$ cat src/rtl/wb_scoreboard_pkg.sv
// Shared constants and encodings for the write-in-flight scoreboard.
package wb_scoreboard_pkg;

    localparam int unsigned DEF_NREGS        = 32;
    localparam int unsigned DEF_ADDR_W       = 5;
    localparam int unsigned DEF_NRD          = 2;
    localparam int unsigned DEF_MAX_INFLIGHT = 4;
    localparam int unsigned DEF_CNT_W        = 3;
    localparam int unsigned DEF_TOT_W        = 3;

    // Width of one register-address bus.
    localparam int unsigned REG_ADDR_BUS_W   = DEF_ADDR_W;

    // Reserved encodings for per-cause error reporting.
    typedef enum logic [1:0] {
        ERR_NONE         = 2'd0,
        ERR_ISSUE_FULL   = 2'd1,
        ERR_RETIRE_EMPTY = 2'd2
    } err_cause_e;

endpackage

$ cat src/rtl/wb_scoreboard_cnt_cell.sv
// One per-register outstanding-write counter with clear, increment and decrement.
module sb_cnt_cell #(
    parameter int unsigned CNT_W = 3
) (
    input  logic             clk,
    input  logic             rst,
    input  logic             inc,
    input  logic             dec,
    input  logic             clr,
    output logic [CNT_W-1:0] count,
    output logic             nonzero
);

    logic [CNT_W-1:0] cnt_q;
    logic [CNT_W-1:0] cnt_d;

    always_comb begin
        cnt_d = cnt_q;
        if (clr) begin
            cnt_d = '0;
        end else begin
            cnt_d = cnt_q + CNT_W'(inc) - CNT_W'(dec);
        end
    end

    always_ff @(posedge clk) begin
        if (rst) begin
            cnt_q <= '0;
        end else begin
            cnt_q <= cnt_d;
        end
    end

    assign count   = cnt_q;
    assign nonzero = |cnt_q;

endmodule

$ cat src/rtl/wb_scoreboard.sv
// Per-register write-in-flight scoreboard: hazard query ports, global in-flight
// limit, sticky protocol error and flush.
module wb_scoreboard
    import wb_scoreboard_pkg::*;
#(
    parameter int unsigned NREGS        = DEF_NREGS,
    parameter int unsigned ADDR_W       = DEF_ADDR_W,
    parameter int unsigned NRD          = DEF_NRD,
    parameter int unsigned MAX_INFLIGHT = DEF_MAX_INFLIGHT,
    parameter int unsigned CNT_W        = DEF_CNT_W,
    parameter int unsigned TOT_W        = DEF_TOT_W
) (
    input  logic                  clk,
    input  logic                  rst,
    input  logic                  issue_valid,
    input  logic                  issue_regwr,
    input  logic [ADDR_W-1:0]     issue_rd,
    output logic                  issue_ready,
    input  logic                  retire_valid,
    input  logic [ADDR_W-1:0]     retire_rd,
    input  logic                  flush,
    input  logic [NRD*ADDR_W-1:0] rs_addr,
    output logic [NRD-1:0]        raw,
    output logic                  full,
    output logic                  empty,
    output logic [TOT_W-1:0]      inflight,
    output logic                  err
);

    localparam int unsigned NADDR = 1 << ADDR_W;
    localparam logic [CNT_W-1:0] CNT_SAT = '1;
    localparam logic [TOT_W-1:0] TOT_MAX = TOT_W'(MAX_INFLIGHT);

    logic [CNT_W-1:0] cnt_w [NADDR];
    logic [NADDR-1:0] nz_w;

    logic [TOT_W-1:0] total_q, total_d;
    logic             err_q, err_d;
    logic             wr_req, alloc, issue_err;
    logic             ret_req, ret, ret_err;

    // Register 0 and addresses beyond NREGS read as permanently idle.
    for (genvar r = 0; r < NADDR; r++) begin : g_reg
        if (r == 0 || r >= NREGS) begin : g_none
            assign cnt_w[r] = '0;
            assign nz_w[r]  = 1'b0;
        end else begin : g_cell
            sb_cnt_cell #(
                .CNT_W(CNT_W)
            ) u_cell (
                .clk    (clk),
                .rst    (rst),
                .inc    (alloc && (issue_rd == ADDR_W'(r))),
                .dec    (ret && (retire_rd == ADDR_W'(r))),
                .clr    (flush),
                .count  (cnt_w[r]),
                .nonzero(nz_w[r])
            );
        end
    end

    // Admission and retire gating, all from pre-update state.
    always_comb begin
        wr_req      = issue_valid && issue_regwr && (issue_rd != '0);
        issue_ready = !(issue_regwr && (issue_rd != '0))
                      || ((total_q < TOT_MAX) && (cnt_w[issue_rd] != CNT_SAT));
        alloc       = wr_req && issue_ready;
        issue_err   = wr_req && !issue_ready;
        ret_req     = retire_valid && (retire_rd != '0);
        ret         = ret_req && nz_w[retire_rd];
        ret_err     = ret_req && !nz_w[retire_rd];
        total_d     = total_q;
        err_d       = err_q;
        if (flush) begin
            total_d = '0;
            err_d   = 1'b0;
        end else begin
            total_d = total_q + TOT_W'(alloc) - TOT_W'(ret);
            err_d   = err_q | issue_err | ret_err;
        end
    end

    always_comb begin
        raw = '0;
        for (int i = 0; i < NRD; i++) begin
            raw[i] = nz_w[rs_addr[i*ADDR_W +: ADDR_W]];
        end
    end

    always_ff @(posedge clk) begin
        if (rst) begin
            total_q <= '0;
            err_q   <= 1'b0;
        end else begin
            total_q <= total_d;
            err_q   <= err_d;
        end
    end

    assign full     = (total_q == TOT_MAX);
    assign empty    = (total_q == '0);
    assign inflight = total_q;
    assign err      = err_q;

endmodule

$ cat config.mk
export PLATFORM = sky130hd
export DESIGN_NAME = wb_scoreboard
export DESIGN_NICKNAME = d
export VERILOG_FILES = /design/src/rtl/wb_scoreboard_pkg.sv /design/src/rtl/wb_scoreboard_cnt_cell.sv /design/src/rtl/wb_scoreboard.sv
export SDC_FILE = /design/constraint.sdc
export NUM_CORES = 1
export LEC_CHECK = 0
export BUFFER_PORTS_ARGS = -buffer_cell sky130_fd_sc_hd__buf_2
export CORE_MARGIN = 3
export CORE_UTILIZATION = 48
export DETAILED_ROUTE_END_ITERATION = 7
export HOLD_SLACK_MARGIN = 0.02
export SETUP_SLACK_MARGIN = 0.3
export SYNTH_ARGS = -nofsm -noshare
export SYNTH_HDL_FRONTEND = slang
export SYNTH_SLANG_ARGS = --single-unit
$ cat constraint.sdc
create_clock -name clk -period 7.5 [get_ports clk]
set_input_delay 0.375 -clock clk [delete_from_list [all_inputs] [get_ports clk]]
set_output_delay 0.375 -clock clk [all_outputs]
set_load 0.005 [all_outputs]
* Word level (Yosys, flattened, before mapping) *
Cells that the tools add are included.
W data, S select, Z words.

cells by class
  $add $sub $neg = 64
  $lt $le $gt $ge = 5
  equal/unequal tests = 64
  multiplexer cells = 9
  bitwise gates (word level) = 3
  reductions and logical operators = 110

operator list
  operator              number
  $eq A5 B5 Y1 const B  32
  $add A3 B1 Y3         32
  $sub A3 B1 Y3         32
  $reduce_or A3 Y1      31
  $eq A5 B4 Y1 const B  16
  $logic_and A1 B1 Y1   71
  $eq A5 B3 Y1 const B  8
  $eq A5 B2 Y1 const B  4
  $lt A5 B6 Y1 const B  3
  $bmux W1 S5           3
  $bmux W3 S5           1
  $eq A5 B1 Y1 const B  2
  $reduce_bool A5 Y1    2
  $ge A6 B6 Y1 const B  1
  $mux W3               2
  $not A5 Y6            1
  $eq A3 B3 Y1 const B  1
  $logic_not A1 Y1      3
  $logic_not A3 Y1      1
  $lt A3 B3 Y1 const B  1
  $mux W1               3
  $ne A3 B3 Y1 const B  1
  $or A1 B1 Y1          2
  $reduce_or A2 Y1      1
  $logic_or A1 B1 Y1    1

storage, ports and cells
  bits in registers = 97
  input port bits = 26
  output and inout bits = 9
  word-level logic and storage cells = 288

* Logic depth before layout (Yosys ltp) *
  word-level depth = 11
  depth in mapped cells = 17
  mapped depth without buffers = 14

* Cells and area by module *
A second synthesis with hierarchy kept.

second synthesis, totals
  cells, all modules = 727
  area, all modules = 7596.0 µm²

by module, submodules not included
  module         times used  cells each  area each (µm²)  sequential area each (µm²)
  sb_cnt_cell    31          14          168.9            60.1
  wb_scoreboard  1           293         2359.8           80.1

* Least setup slack after synthesis *
OpenSTA, ideal clock, no wires.

  path type = input to register
  start point = input port retire_rd[1]
  end point = register g_reg[20].g_cell.u_cell.cnt_q[2]
  library setup time = 0.128 ns
  arrival time = 3.321 ns
  required time = 7.372 ns
  slack = 4.052 ns
  cell stages on the path = 16
  path buffers = 2
  cells stage by stage = buf_4 > inv_4 > mux4_2 > a221o_1 > a31o_1 > a21oi_4 > buf_6 > and4_1 > ha_1 > inv_1 > ha_1 > inv_1 > fa_1 > xor2_1 > xnor2_1 > nor2_1

between the ends
  cells in the longest elaborated chain, start to end = 5
  elaborated cells between the ends (all ways) = 8
  those cells by class = add/sub (1); eq/ne (1); mux (2); reduce/logical (4)

RTL lines
  element                                                               RTL line                                  source
  from (decl)                                                           wb_scoreboard.sv:20                       input logic [ADDR_W-1:0] retire_rd,
  $bmux W1 S5 or $reduce_bool A5 Y1 (tied branches)                     wb_scoreboard.sv:70, wb_scoreboard.sv:69
  $mux W1 (not written as such) or $logic_and A1 B1 Y1 (tied branches)  wb_scoreboard.sv:70, wb_scoreboard.sv:69
  $logic_and A1 B1 Y1                                                   wb_scoreboard.sv:70                       ret = ret_req && nz_w[retire_rd];
  $logic_and A1 B1 Y1 *                                                 wb_scoreboard.sv:54                       .dec (ret && (retire_rd == ADDR_W'(r))),
  $sub A3 B1 Y3 *                                                       wb_scoreboard_cnt_cell.sv:22              cnt_d = cnt_q + CNT_W'(inc) - CNT_W'(dec);
  to (signal assigned)                                                  wb_scoreboard_cnt_cell.sv:30              cnt_q <= cnt_d;
  to (decl)                                                             wb_scoreboard_cnt_cell.sv:14              logic [CNT_W-1:0] cnt_q;

Every way passes the cells marked *; elsewhere a longest branch is shown, timed or not. The select of a mux whose other input is x is not followed.
A chain may end at the register's enable or synchronous reset.

* Final worst setup path *
  start point = input port issue_rd[1]
  end point = register g_reg[24].g_cell.u_cell.cnt_q[2]

between the ends
  cells in the longest elaborated chain, start to end = 11
  elaborated cells between the ends (all ways) = 16
  those cells by class = add/sub (2); eq/ne (2); mux (3); bitwise (1); reduce/logical (8)

RTL lines
  element                                      RTL line                      source
  from (decl)                                  wb_scoreboard.sv:17           input logic [ADDR_W-1:0] issue_rd,
  $not A5 Y6 (not written as such)             wb_scoreboard.sv:66           || ((total_q < TOT_MAX) && (cnt_w[issue_rd] != CNT_SAT));
  $bmux W3 S5                                  wb_scoreboard.sv:66
  $mux W3 (not written as such) (2 in series)  wb_scoreboard.sv:66
  $ne A3 B3 Y1                                 wb_scoreboard.sv:66
  $logic_and A1 B1 Y1                          wb_scoreboard.sv:66
  $logic_or A1 B1 Y1                           wb_scoreboard.sv:66
  $logic_and A1 B1 Y1                          wb_scoreboard.sv:67           alloc = wr_req && issue_ready;
  $logic_and A1 B1 Y1 *                        wb_scoreboard.sv:53           .inc (alloc && (issue_rd == ADDR_W'(r))),
  $add A3 B1 Y3 *                              wb_scoreboard_cnt_cell.sv:22
  $sub A3 B1 Y3 *                              wb_scoreboard_cnt_cell.sv:22
  to (signal assigned)                         wb_scoreboard_cnt_cell.sv:30
  to (decl)                                    wb_scoreboard_cnt_cell.sv:14

Marked as above.

==> results.yml <==
run_status:
  status: "complete, no violations"
detailed_routing:
  viasPerCell: 5.843
  ant_nets: 0
  vias: 5522
  totalWireLength_mm: 18.67
  dr.pass1.iters: 7
  wl_per_cell_um: 19.75
  drt_drc_violations_left: 0
  drtIter0Drc: 382
cts:
  clockBufferDepth: 2
  clk_pin_slew_worst_paths_ns: 0.07
  postCtsResizedCells: 0
  clock-root-buffer: "clkbuf_16"
  numCtsBuffers: 9
  cts_tree: "yes"
  ctsHoldBuffers: 0
  post_cts_buffers: 0
  clkLatencyLatePin_ns: 0.36
  clock_sinks: 97
  h-tree-depth: 3
setup_path:
  worstPathBufferInverterCount: 3
  endpoint_kind: "flip-flop"
  cp_max_fo: 38
  rr_worst_depth: 14
  crit_required_ns: 7.72
  max_stage_delay_ns: 0.88
  crit_chain: "buf_2 -> nor2b_1 -> a221oi_1 -> a311o_1 -> nor4_2 -> a21oi_2 -> nand4b_1 -> ha_1 -> inv_1 -> ha_1 -> inv_1 -> fa_1 -> xor2_1 -> xnor2_1 -> nor2_1"
  critPathLaunchType: "input port"
  cp_slowest_cell: "nor2b_1"
  arrival_ns: 4.68
  r2r-start: "g_reg[1].g_cell.u_cell.count[1]"
  cp.depth: 15
  crit_type: "input port to flip-flop"
  timing.rr.end: "g_reg[27].g_cell.u_cell.count[2]"
  cp-startpoint: "issue_rd[1]"
  endpoint: "g_reg[24].g_cell.u_cell.count[2]"
  cp_top_family: "simple AND/OR/NAND/NOR gates"
  reg2reg_slack_ns: 3.45
synthesis:
  synth_edf_count: 0
  postSynthCellCount: 746
  syn_area_um2: 7005
  yosysWarnings: 0
  yosysUniqueCellTypes: 59
  syn_avg_cell_area_um2: 9.391
  ys_seq_area_share_pct: 27.72
  ys.flop_type: "dfxtp_1"
  synth_nets: 868
  ys_seq_elements: 97
  synthArstFlopShare_pct: 0
global_routing:
  grt_pass1_wl_mm: 30.82
  grt.overflow.total: 0
  antenna_found_initial: 0
  grt_pass1_vias: 5651
  grt_max_degree: 55
  grt_usage_pct: 24.41
floorplanning:
  die_w_um: 126.8
  start_util_pct: 49.70
  boundaryPins: 35
  rows: 43
  die_area_um2: 16080
  die_h_um: 126.8
  core_area_um2: 14100
placed_design:
  place_area_um2: 7269
  dp.cells: 929
  io_buffer_count: 34
  routabilityCongestion: 0.9026
  pre_cts_ws_ns: 2.665
  hpwl_mm: 14.15
layout:
  final_layout_size_suffix_gt1_share_pct: 11.37
  nFillCells: 1304
  final_cells: 945
  nets: 882
  syn2layout_area_growth_pct: 7.805
  diodes: 0
  design_area_um2: 7552
  final_cell_mix: "97 x dfxtp_1, 80 x inv_1, 79 x nor2_1"
  mostFrequentLayoutCell: "dfxtp_1"
sta:
  post-route-min-period_ns: 4.458
  fin_ws_ns: 3.042
  tns_ns: 0
  fin_crit_sh_pct: 59.44
  fin_skew_ns: 0.006787
  slew_viol_final: 0
  tightest_slew_ns: 1.212
  setup_viol: 0
  slew_headroom_pct: 19.17
  hold_violations: 0
  max_freq_ghz: 0.2243
  rsz0062_at_grt: "false"
power_and_ir_drop:
  fin_total_pwr_mw: 1.083
  p_leak_nw: 3.228
  powerDensity_nw_per_um2: 143.4
  ir_drop_mv: 0.1288
min_path:
  min_path_type: "input port to flip-flop"
job:
  maxCapViolCount: 0
-- through the flow --
| stage | hold WS, ns | utilization (%) |
|---|---|---|
| 5_1_grt | 0.4343 | 53.58 |
| 3_5_place_dp | 0.5420 | 51.57 |
| 4_1_cts | 0.4074 | 53.58 |
| 6_report | 0.4272 | 53.58 |
| 3_3_place_gp | 0.5251 | 51.57 |
| 2_1_floorplan | 0.4601 | - |
-- flip-flops by register name, indices dropped and copies added, names as in the netlist --
| register | count |
|---|---|
| g.g_cell.u_cell.count | 93 |
| inflight | 3 |
| err | 1 |
-- area by class of cell --
class | count | area, µm² | share of cell area, %
multi-input combinational | 533 | 4603 | 60.95
tap | 180 | 225.2 | 2.982
inverter | 83 | 314.1 | 4.158
clock inverter | 5 | 30.03 | 0.3976
sequential | 97 | 1942 | 25.71
timing repair buffer | 36 | 185.2 | 2.452
clock buffer | 11 | 252.7 | 3.347
-- cells by family (layout without fill, tap and decap cells) --
logic type / Yosys count / after routing / share of synthesized area, %
AND/OR/NAND/NOR: 288 / 288 / 22.13
buffers and inverters: 116 / 135 / 6.608
flip-flops: 97 / 97 / 27.72
adder cells (fa/ha/maj): 96 / 96 / 20.58
XOR/XNOR: 64 / 64 / 8.001
AO/OA/AOI/OAI: 48 / 48 / 5.376
multiplexers: 37 / 37 / 9.591
-- power breakdown --
part	total, mW	switching [mW]	internal, mW
Clock	0.445	0.204	0.241
Combinational	0.116	0.0781	0.0383
Sequential	0.522	0.00393	0.518
-- Yosys cell counts, drive strengths merged (20+ instances only) --
library cell,n,share of area [%]
ha,64,11
inv,83,4.5
dfxtp,97,28
xor2,20,2.5
clkbuf,23,1.2
mux4,24,7.7
fa,32,9.1
nor2,80,4.3
and2,47,4.2
nand2,22,1.2
nand3,27,1.9
nor3,37,2.6
xnor2,44,5.5
-- worst min path at each step --
stage / cells past startpoint / end / from
CTS: 3 / err / issue_regwr
global route: 3 / err / issue_regwr
global placement: 2 / g_reg[30].g_cell.u_cell.count[2] / g_reg[30].g_cell.u_cell.count[2]
detailed placement: 2 / err / err
floorplan: 2 / err / err
finish: 3 / err / issue_regwr
-- worst reg2reg max path, delay by kind of cell, from the launching register on --
kind | cells | cell delay [ns]
AOI/OAI and AO/OA | 3 | 1.44
adders and majority gates | 3 | 0.89
and+or+nand+nor | 3 | 0.44
DFF | 1 | 0.41
muxes | 1 | 0.32
xor gates and xnor gates | 2 | 0.31
buffers and inverters | 2 | 0.10
-- metal layers --
metal	global-route usage (%)	wire, µm
met1	34.47	8613
met2	37.80	8497
met3	5.347	1194
met4	7.066	362
met5	0	0
Power figures use the tool's default switching activity.
